`src/rtl/useq_pkg.sv`:
```
// Shared opcodes and control-word field offsets for the micro-sequencer.
package useq_pkg;

  localparam logic [2:0] NS_DECODE  = 3'd0;
  localparam logic [2:0] NS_RESTART = 3'd1;
  localparam logic [2:0] NS_JUMP    = 3'd2;
  localparam logic [2:0] NS_INC     = 3'd3;
  localparam logic [2:0] NS_CJUMP   = 3'd4;
  localparam logic [2:0] NS_WAIT    = 3'd5;
  localparam logic [2:0] NS_CALL    = 3'd6;
  localparam logic [2:0] NS_RET     = 3'd7;

  function automatic int ns_lsb(input int cw);
    return cw - 3;
  endfunction

  function automatic int inv_pos(input int cw);
    return cw - 4;
  endfunction

  function automatic int sel_w(input int ncond);
    return $clog2(ncond);
  endfunction

  function automatic int sel_lsb(input int cw, input int ncond);
    return cw - 4 - $clog2(ncond);
  endfunction

endpackage

```
`src/rtl/useq_stack.sv`:
```
// Return-address stack; push/pop are never asserted together.
module useq_stack #(
  parameter int SW = 7,
  parameter int SD = 4
) (
  input  logic                     clk,
  input  logic                     reset,
  input  logic                     push,
  input  logic                     pop,
  input  logic [SW-1:0]            din,
  output logic [SW-1:0]            top,
  output logic [$clog2(SD+1)-1:0]  depth,
  output logic                     full,
  output logic                     empty
);

  localparam int DW = $clog2(SD + 1);
  localparam int AW = (SD > 1) ? $clog2(SD) : 1;
  localparam int NE = 2 ** AW;

  logic [SW-1:0] mem_q [NE];
  logic [DW-1:0] depth_q;
  logic [AW-1:0] wr_idx;
  logic [AW-1:0] rd_idx;

  assign wr_idx = AW'(depth_q);
  assign rd_idx = AW'(depth_q - 1'b1);
  assign full   = (depth_q == DW'(SD));
  assign empty  = (depth_q == '0);
  assign top    = empty ? '0 : mem_q[rd_idx];
  assign depth  = depth_q;

  always_ff @(posedge clk or posedge reset) begin
    if (reset) begin
      depth_q <= '0;
      for (int i = 0; i < NE; i++) mem_q[i] <= '0;
    end else if (push) begin
      mem_q[wr_idx] <= din;
      depth_q       <= depth_q + 1'b1;
    end else if (pop) begin
      depth_q <= depth_q - 1'b1;
    end
  end

endmodule

```
`src/rtl/micro_sequencer.sv`:
```
// Microprogram sequencer: next-address select, control-word register
// and return stack. Microstore and instruction encoder live outside.
module micro_sequencer
  import useq_pkg::*;
#(
  parameter int SW         = 7,
  parameter int CW         = 33,
  parameter int NCOND      = 4,
  parameter int SD         = 4,
  parameter int FETCH_ADDR = 1
) (
  input  logic                     clk,
  input  logic                     reset,
  input  logic [SW-1:0]            decode_addr,
  input  logic [NCOND-1:0]         cond,
  output logic [SW-1:0]            uaddr,
  input  logic [CW-1:0]            uword,
  output logic [CW-1:0]            cw,
  output logic [SW-1:0]            state,
  output logic [$clog2(SD+1)-1:0]  depth,
  output logic                     err
);

  localparam int SELW = sel_w(NCOND);
  localparam int NSL  = ns_lsb(CW);
  localparam int INVP = inv_pos(CW);
  localparam int SELL = sel_lsb(CW, NCOND);
  localparam logic [SW-1:0] FETCH = SW'(FETCH_ADDR);

  logic [CW-1:0]   cw_q;
  logic [SW-1:0]   state_q;
  logic [SW-1:0]   state_d;
  logic            started_q;
  logic            err_q;

  logic [2:0]      ns;
  logic            inv;
  logic [SELW-1:0] sel;
  logic [SW-1:0]   tgt;
  logic [SW-1:0]   inc;
  logic            sts;

  logic            is_call;
  logic            is_ret;
  logic            push;
  logic            pop;
  logic [SW-1:0]   top;
  logic            full;
  logic            empty;

  assign ns  = cw_q[NSL +: 3];
  assign inv = cw_q[INVP];
  assign sel = cw_q[SELL +: SELW];
  assign tgt = cw_q[SW-1:0];
  assign inc = state_q + 1'b1;
  assign sts = cond[sel] ^ inv;

  // Nothing acts on cw until the first post-reset fetch has landed.
  assign is_call = started_q && (ns == NS_CALL);
  assign is_ret  = started_q && (ns == NS_RET);
  assign push    = is_call && !full;
  assign pop     = is_ret && !empty;

  useq_stack #(
    .SW (SW),
    .SD (SD)
  ) u_stack (
    .clk   (clk),
    .reset (reset),
    .push  (push),
    .pop   (pop),
    .din   (inc),
    .top   (top),
    .depth (depth),
    .full  (full),
    .empty (empty)
  );

  always_comb begin
    state_d = '0;
    if (started_q) begin
      unique case (ns)
        NS_DECODE:  state_d = decode_addr;
        NS_RESTART: state_d = FETCH;
        NS_JUMP:    state_d = tgt;
        NS_INC:     state_d = inc;
        NS_CJUMP:   state_d = sts ? tgt : inc;
        NS_WAIT:    state_d = sts ? inc : state_q;
        NS_CALL:    state_d = tgt;
        NS_RET:     state_d = empty ? FETCH : top;
        default:    state_d = '0;
      endcase
    end
  end

  always_ff @(posedge clk or posedge reset) begin
    if (reset) begin
      cw_q      <= '0;
      state_q   <= '0;
      started_q <= 1'b0;
      err_q     <= 1'b0;
    end else begin
      cw_q      <= uword;
      state_q   <= state_d;
      started_q <= 1'b1;
      if ((is_call && full) || (is_ret && empty)) err_q <= 1'b1;
    end
  end

  assign uaddr = state_d;
  assign cw    = cw_q;
  assign state = state_q;
  assign err   = err_q;

endmodule

```
`config.mk`:
```
export PLATFORM = sky130hd
export DESIGN_NAME = micro_sequencer
export DESIGN_NICKNAME = d
export VERILOG_FILES = /design/src/rtl/useq_pkg.sv /design/src/rtl/useq_stack.sv /design/src/rtl/micro_sequencer.sv
export SDC_FILE = /design/constraint.sdc
export NUM_CORES = 1
export LEC_CHECK = 0
export ABC_CLOCK_PERIOD_IN_PS = 2500
export CAP_MARGIN = 15
export CORE_ASPECT_RATIO = 0.9
export CORE_MARGIN = 2
export CORE_UTILIZATION = 47
export DETAILED_ROUTE_END_ITERATION = 10
export HOLD_SLACK_MARGIN = 0.08
export PLACE_DENSITY = 0.8
export SYNTH_ARGS = -nofsm -noshare
export SYNTH_HDL_FRONTEND = slang
export SYNTH_SLANG_ARGS = --single-unit
```
`constraint.sdc`:
```
create_clock -name clk -period 2.5 [get_ports clk]
set_input_delay 0.25 -clock clk [delete_from_list [all_inputs] [get_ports clk]]
set_output_delay 0.25 -clock clk [all_outputs]
set_load 0.05 [all_outputs]
```
==> flow_metrics.env, run 1 <==
export IMPL_status="finished, violations left"
export IMPL_violations="negative setup slack"
export IMPL_antenna_found_initial=0
export IMPL_synth_edf_count=0
export IMPL_insertion_delay_ps=350
export IMPL_grtUsageMet1_pct=28.4
export IMPL_routedWlPerCell_um=16.9
export IMPL_synthFlopType="dfrtp_1"
export IMPL_antenna_cells=0
export IMPL_p_clk_share_pct=23.5
export IMPL_slew_headroom_pct=65.2
export IMPL_p_sw_share_pct=35.7
export IMPL_grt_busiest_layer="met2"
export IMPL_syn_area_um2=3150
export IMPL_fp_dieW_um=90.3
export IMPL_hold_viol=0
export IMPL_placed_cells=458
export IMPL_grt_pass1_wl_um=13100
export IMPL_finalNonFillerCells=481
export IMPL_grt_max_degree=74
export IMPL_h_tree_depth=3
export IMPL_cts_num_sinks=73
export IMPL_routed_wl_um=8150
export IMPL_end_kind="output port"
export IMPL_die_h_um=81.7
export IMPL_via_count=2612
export IMPL_finalHoldWorstSlack_ps=282
export IMPL_clk_pin_slew_worst_paths_ps=80
export IMPL_routed_via_density=5.43
export IMPL_slowest_stage="mux4_2"
export IMPL_rsz0062_at_grt="yes"
export IMPL_total_power_mw=4.09
export IMPL_ys_seq_area_share_pct=57.9
export IMPL_maxCapViolCount=0
export IMPL_layout_common_cells="clkdlybuf4s50_1 (89), dfrtp_1 (69), nand2_1 (35)"
export IMPL_tns_ps=-585
export IMPL_setup_ws_ps=-130
export IMPL_ys_seq_elements=73
export IMPL_place_area_um2=4410
export IMPL_async_reset_ff_share_pct=100
export IMPL_finalInstanceArea_um2=4750
export IMPL_drive_gt1_share_pct=21.7
export IMPL_first_pass_iters=5
export IMPL_finalSetupViolCount=7
export IMPL_synth_cell_types=45
export IMPL_seq_area_um2=1830
export IMPL_io_pins=97
export IMPL_synth_area_leaders="dfrtp_1 (58%), mux4_2 (5.7%), nand2_1 (4.2%), o21ai_0 (3.8%), mux2_2 (2.9%)"
export IMPL_final_common_cell="clkdlybuf4s50_1"
export IMPL_portBuffers=96
export IMPL_finalMaxSlewViolations=0
export IMPL_crit_top_cell="buf_6"
export IMPL_cts_buffer_depth=2
export IMPL_cp_top_family="multiplexers"
export IMPL_period_minus_slack_ps=2630
export IMPL_holdCritPathClass="input pin to asynchronous set/reset pin"
export IMPL_skew_ps=10.2
export IMPL_comb_power_share_pct=38.2
export IMPL_initial_core_util_pct=48.1
export IMPL_drt_iter0_drc=293
export IMPL_setup_worst_path_start_class="flop"
export IMPL_synthToLayoutAreaGrowth_pct=50.8
export IMPL_worst_pin_slew_ps=521
export IMPL_syn_inst=271
export IMPL_multi_input_comb_area_um2=1360
export IMPL_grt_ovfl_total=0
export IMPL_routabilityCongestion=0.894
export IMPL_cp_required_ps=2250
export IMPL_final_nets=438
export IMPL_yosys_area_top_type_share_pct=57.9
export IMPL_nFillCells=454
export IMPL_dpl_hpwl_um=5800
export IMPL_grt_util_met3_pct=8.72
export IMPL_dpl_worst_slack_ps=-145
export IMPL_fin_crit_sh_pct=105
export IMPL_intPower_mw=2.63
export IMPL_use_met2_pct=39.6
export IMPL_critical_path_max_fanout=7
export IMPL_worst_endpoint_arrival_ps=2380
export IMPL_drcViolationCount=0
export IMPL_fmax_mhz=380
export IMPL_cts_made_buffers=9
export IMPL_avgSynthCellArea_um2=11.6
export IMPL_path_class="flop to output port"
export IMPL_powerDensity_nw_per_um2=861
export IMPL_cts_tree="built"
export IMPL_clock_root_buffer="clkbuf_8"
export IMPL_ys_warn_count=0
export IMPL_syn_num_nets=323
export IMPL_worst_path_largest_cell_delay_ps=570
export IMPL_critical_path_cell_chain="mux4_2 -> xnor2_4 -> buf_12 -> buf_6 -> a32o_1 -> o31a_1 -> buf_6"
export IMPL_design_die_area_um2=7380
export IMPL_grt_pass1_vias=2687
export IMPL_synth_top_area_cell="dfrtp_1"
export IMPL_ir_drop_mv=0.686
export IMPL_seqPwrFrac_pct=38.3
export IMPL_power_leakage_nw=1.99
export IMPL_final_util_pct=72.6
export IMPL_placementRows=28
export IMPL_grt_use_total_pct=23.4
export IMPL_coreArea_um2=6550
export IMPL_ant_nets=0
export IMPL_switching_power_mw=1.46
export IMPL_path_buf_inv=3
==> power groups by stage <==
stage	logic, mW	registers (mW)	clock network, mW
2_1_floorplan	0.724	1.80	0
3_3_place_gp	1.41	1.56	0
3_5_place_dp	1.45	1.59	0
4_1_cts	1.52	1.56	0.990
5_1_grt	1.66	1.59	1.05
6_report	1.56	1.57	0.963
==> synthesized netlist by cell type (2+ instances only) <==
master / number
inv_1: 5
nor2_1: 15
o211ai_1: 2
mux4_2: 8
ha_1: 6
a21oi_1: 15
nand3_1: 10
a31oi_1: 3
nand2b_1: 4
dfrtp_1: 73
mux2_2: 8
o22ai_1: 2
buf_2: 3
xor2_1: 4
xnor2_1: 9
and2_1: 2
clkbuf_1: 9
nand2_1: 35
nor2b_1: 3
mux2i_1: 2
a32oi_1: 2
o21ai_0: 24
o21a_1: 2
o221ai_1: 2
a32o_1: 2
or3_1: 2
==> worst register-to-register path, delay by kind of cell (launching register included) <==
family,cells,cell delay [ps]
flip-flops,1,380
AND/OR/NAND/NOR,1,130
multiplexers,1,570
XOR/XNOR,1,170
buffers and inverters,2,320
AO/OA/AOI/OAI,2,410
==> sequential cells by signal (all words and copies together) (netlist names) <==
signal	flops
u_stack.depth	3
cw	33
err	1
started_q	1
u_stack.mem_q	28
state	7
==> kinds of logic after synthesis <==
group / Yosys count / synth area share, %
AND/OR/NAND/NOR: 78 / 11.3
flip-flops: 73 / 57.9
AO/OA/AOI/OAI: 61 / 11.8
buffers and inverters: 20 / 2.78
multiplexers: 18 / 9.21
XOR/XNOR: 14 / 4.48
adder cells (fa/ha/maj): 6 / 2.38
other: 1 / 0.119
==> final timing paths <==
check | from | end | slack (ps) | cells past startpoint
worst max-delay path | cw[27]$_DFF_PP0_ | uaddr[6] | -130 | 7
worst min-delay path | reset | cw[13]$_DFF_PP0_ | 280 | 3
worst max register to register | cw[27]$_DFF_PP0_ | state[1]$_DFF_PP0_ | 420 | 7
worst min register to register | u_stack.mem_q[18]$_DFFE_PP0P_ | u_stack.mem_q[18]$_DFFE_PP0P_ | 490 | 2
max in group asynchronous | reset | state[0]$_DFF_PP0_ | 1900 | 3
min in group clk | uword[21] | cw[21]$_DFF_PP0_ | 320 | 1
==> layer usage <==
layer,up-vias,share of wire [%]
met4,0,1.6
met3,12,8.3
met1,1287,40
met5,-,0
met2,132,50
li1,1181,-
==> timing repair <==
action | 4_1_cts | 5_1_grt
buffers inserted | 4 | 3
pin swaps | 5 | 2
endpoints found under the setup margin | 7 | 7
hold buffers | 0 | 0
hold endpoints to repair | 0 | 0
gates resized for setup | 8 | 6
==> cell type report <==
type / count / area share, %
clock buffer: 10 / 2.90
clock inverter: 6 / 1.53
inverter: 5 / 0.395
multi-input combinational: 178 / 28.5
sequential: 73 / 38.5
tap: 90 / 2.37
timing repair buffer: 119 / 25.7
(Power assumes the default switching activity.)
==> run 2, diff against run 1 <==
--- a/config.mk
+++ b/config.mk
@@ -7,7 +7,7 @@
 export LEC_CHECK = 0
 export ABC_CLOCK_PERIOD_IN_PS = 2500
 export CAP_MARGIN = 15
-export CORE_ASPECT_RATIO = 0.9
+export CORE_ASPECT_RATIO = 0.6
 export CORE_MARGIN = 2
 export CORE_UTILIZATION = 47
 export DETAILED_ROUTE_END_ITERATION = 10
@@ -16,3 +16,4 @@
 export SYNTH_ARGS = -nofsm -noshare
 export SYNTH_HDL_FRONTEND = slang
 export SYNTH_SLANG_ARGS = --single-unit
+export TNS_END_PERCENT = 100
==> run 2 against run 1 <==
Against the previous run:
- the run still ends with negative setup slack left
- maximum frequency decreased by 3.5%
- final cell count decreased by 1.0%
- clock power increased by 9%
- worst hold slack improved by 11 ps
- routed wire length decreased by 0.36%
- clock skew increased by 2.1 ps
==> flow_metrics.env, run 2 (synthesized netlist as in run 1, its figures left out) <==
export IMPL_status="finished, violations left"
export IMPL_violations="negative setup slack"
export IMPL_finalInstanceArea_um2=4720
export IMPL_end_kind="output port"
export IMPL_maxCapViolCount=0
export IMPL_cts_buffer_depth=2
export IMPL_ctsHoldBuffers=0
export IMPL_cts_num_sinks=73
export IMPL_p_clk_share_pct=25.5
export IMPL_setup_ws_ps=-226
export IMPL_drt_iter0_drc=132
export IMPL_seqPwrFrac_pct=38.3
export IMPL_ir_drop_mv=0.656
export IMPL_r2r_slack_ps=420
export IMPL_routedWlPerCell_um=17.1
export IMPL_finalHoldWorstSlack_ps=293
export IMPL_fmax_mhz=367
export IMPL_period_minus_slack_ps=2730
export IMPL_cts_tree="built"
export IMPL_tns_ps=-1220
export IMPL_final_nets=436
export IMPL_insertion_delay_ps=350
export IMPL_reg2reg_from="cw[27]$_DFF_PP0_"
export IMPL_ant_nets=0
export IMPL_p_sw_share_pct=35.1
export IMPL_antenna_cells=0
export IMPL_critical_path_max_fanout=5
export IMPL_skew_ps=12.3
export IMPL_drcViolationCount=0
export IMPL_fp_dieW_um=110
export IMPL_slew_headroom_pct=63.0
export IMPL_grt_pass1_wl_um=12800
export IMPL_placementRows=23
export IMPL_worstRegToRegCells=6
export IMPL_place_area_um2=4400
export IMPL_first_pass_iters=4
export IMPL_hold_viol=0
export IMPL_routed_wl_um=8120
export IMPL_power_leakage_nw=1.98
export IMPL_final_common_cell="clkdlybuf4s50_1"
export IMPL_layout_common_cells="clkdlybuf4s50_1 (89), dfrtp_1 (70), nand2_1 (35)"
export IMPL_grt_ovfl_total=0
export IMPL_design_die_area_um2=7400
export IMPL_fin_crit_sh_pct=109
export IMPL_rsz0062_at_grt="yes"
export IMPL_cp_required_ps=2250
export IMPL_worst_pin_slew_ps=553
export IMPL_routabilityCongestion=0.921
export IMPL_die_h_um=67.4
export IMPL_setup_worst_path_start_class="flop"
export IMPL_cts_made_buffers=9
export IMPL_coreArea_um2=6590
export IMPL_io_pins=97
export IMPL_grt_max_degree=44
export IMPL_grt_use_total_pct=23.3
export IMPL_portBuffers=96
export IMPL_clk_pin_slew_worst_paths_ps=80
export IMPL_drive_gt1_share_pct=20.1
export IMPL_intPower_mw=2.66
export IMPL_worst_endpoint_arrival_ps=2480
export IMPL_via_count=2536
export IMPL_synthToLayoutAreaGrowth_pct=49.7
export IMPL_largest_reg_flops=33
export IMPL_dpl_hpwl_um=5940
export IMPL_switching_power_mw=1.44
export IMPL_clock_root_buffer="clkbuf_8"
export IMPL_powerDensity_nw_per_um2=868
export IMPL_comb_power_share_pct=36.3
export IMPL_holdCritPathClass="input pin to asynchronous set/reset pin"
export IMPL_final_util_pct=71.6
export IMPL_antenna_found_initial=0
export IMPL_path_class="flop to output port"
export IMPL_total_power_mw=4.10
export IMPL_routed_via_density=5.33
export IMPL_initial_core_util_pct=47.8
export IMPL_r2r_end="state[0]$_DFF_PP0_"
export IMPL_h_tree_depth=3
export IMPL_finalSetupViolCount=7
export IMPL_grt_pass1_vias=2483
export IMPL_finalMaxSlewViolations=0
[run 2: metal layers]
layer	vias up	track usage, %	share of wire, %
met3	6	6.56	8.8
li1	1185	-	-
met5	-	0	0
met2	109	33.5	44
met4	0	4.91	0.33
met1	1236	35.3	47
[run 2: how the worst max path moves through the flow]
stage	start	end	slack [ps]	depth (start not counted)
final	cw[27]$_DFF_PP0_	uaddr[0]	-230	7
after global routing	cw[27]$_DFF_PP0_	uaddr[0]	-320	7
after CTS	cw[27]$_DFF_PP0_	uaddr[0]	-220	7
after detailed placement	cond[0]	uaddr[0]	-90	8
after global placement	cond[3]	uaddr[0]	-20	8
after floorplan	u_stack.depth[0]$_DFFE_PP0P_	uaddr[5]	10	9
[run 2: area by class of cell]
| type | instances | area (um2) |
|---|---|---|
| Multi-Input combinational cell | 179 | 1350 |
| Timing Repair Buffer | 116 | 1180 |
| Sequential cell | 73 | 1830 |
| Clock buffer | 9 | 124 |
| Inverter | 5 | 18.8 |
| Clock inverter | 7 | 101 |
| Fill cell | 491 | 1870 |
| Tap cell | 87 | 109 |
[run 2: power groups by stage]
stage | logic (mW) | registers, mW | clock network, mW
finish | 1.49 | 1.57 | 1.05
floorplan | 0.724 | 1.80 | 0
CTS | 1.46 | 1.56 | 1.06
global placement | 1.38 | 1.56 | 0
global route | 1.60 | 1.59 | 1.12
detailed placement | 1.41 | 1.58 | 0
[run 2: timing repair]
| action | in CTS | in global routing |
|---|---|---|
| setup buffers | 0 | 3 |
| endpoints found under the setup margin | 7 | 7 |
| cloned | 0 | 1 |
| pin swaps | 1 | 8 |
| resized for setup | 6 | 5 |
[run 2: worst max-delay path, stage by stage (launching register included)]
cell     delay, ps
dfrtp_2        380
mux4_2         630
xnor2_4        310
buf_4          170
nor2_1          30
o21ai_0        280
a31oi_4        150
buf_12         170
[run 2: through the flow]
stage,setup WS [ps],instances
after detailed placement,-90.7,456
after floorplan,10.6,271
after global routing,-323,476
after global placement,-23.9,456
after CTS,-216,472
final,-226,476
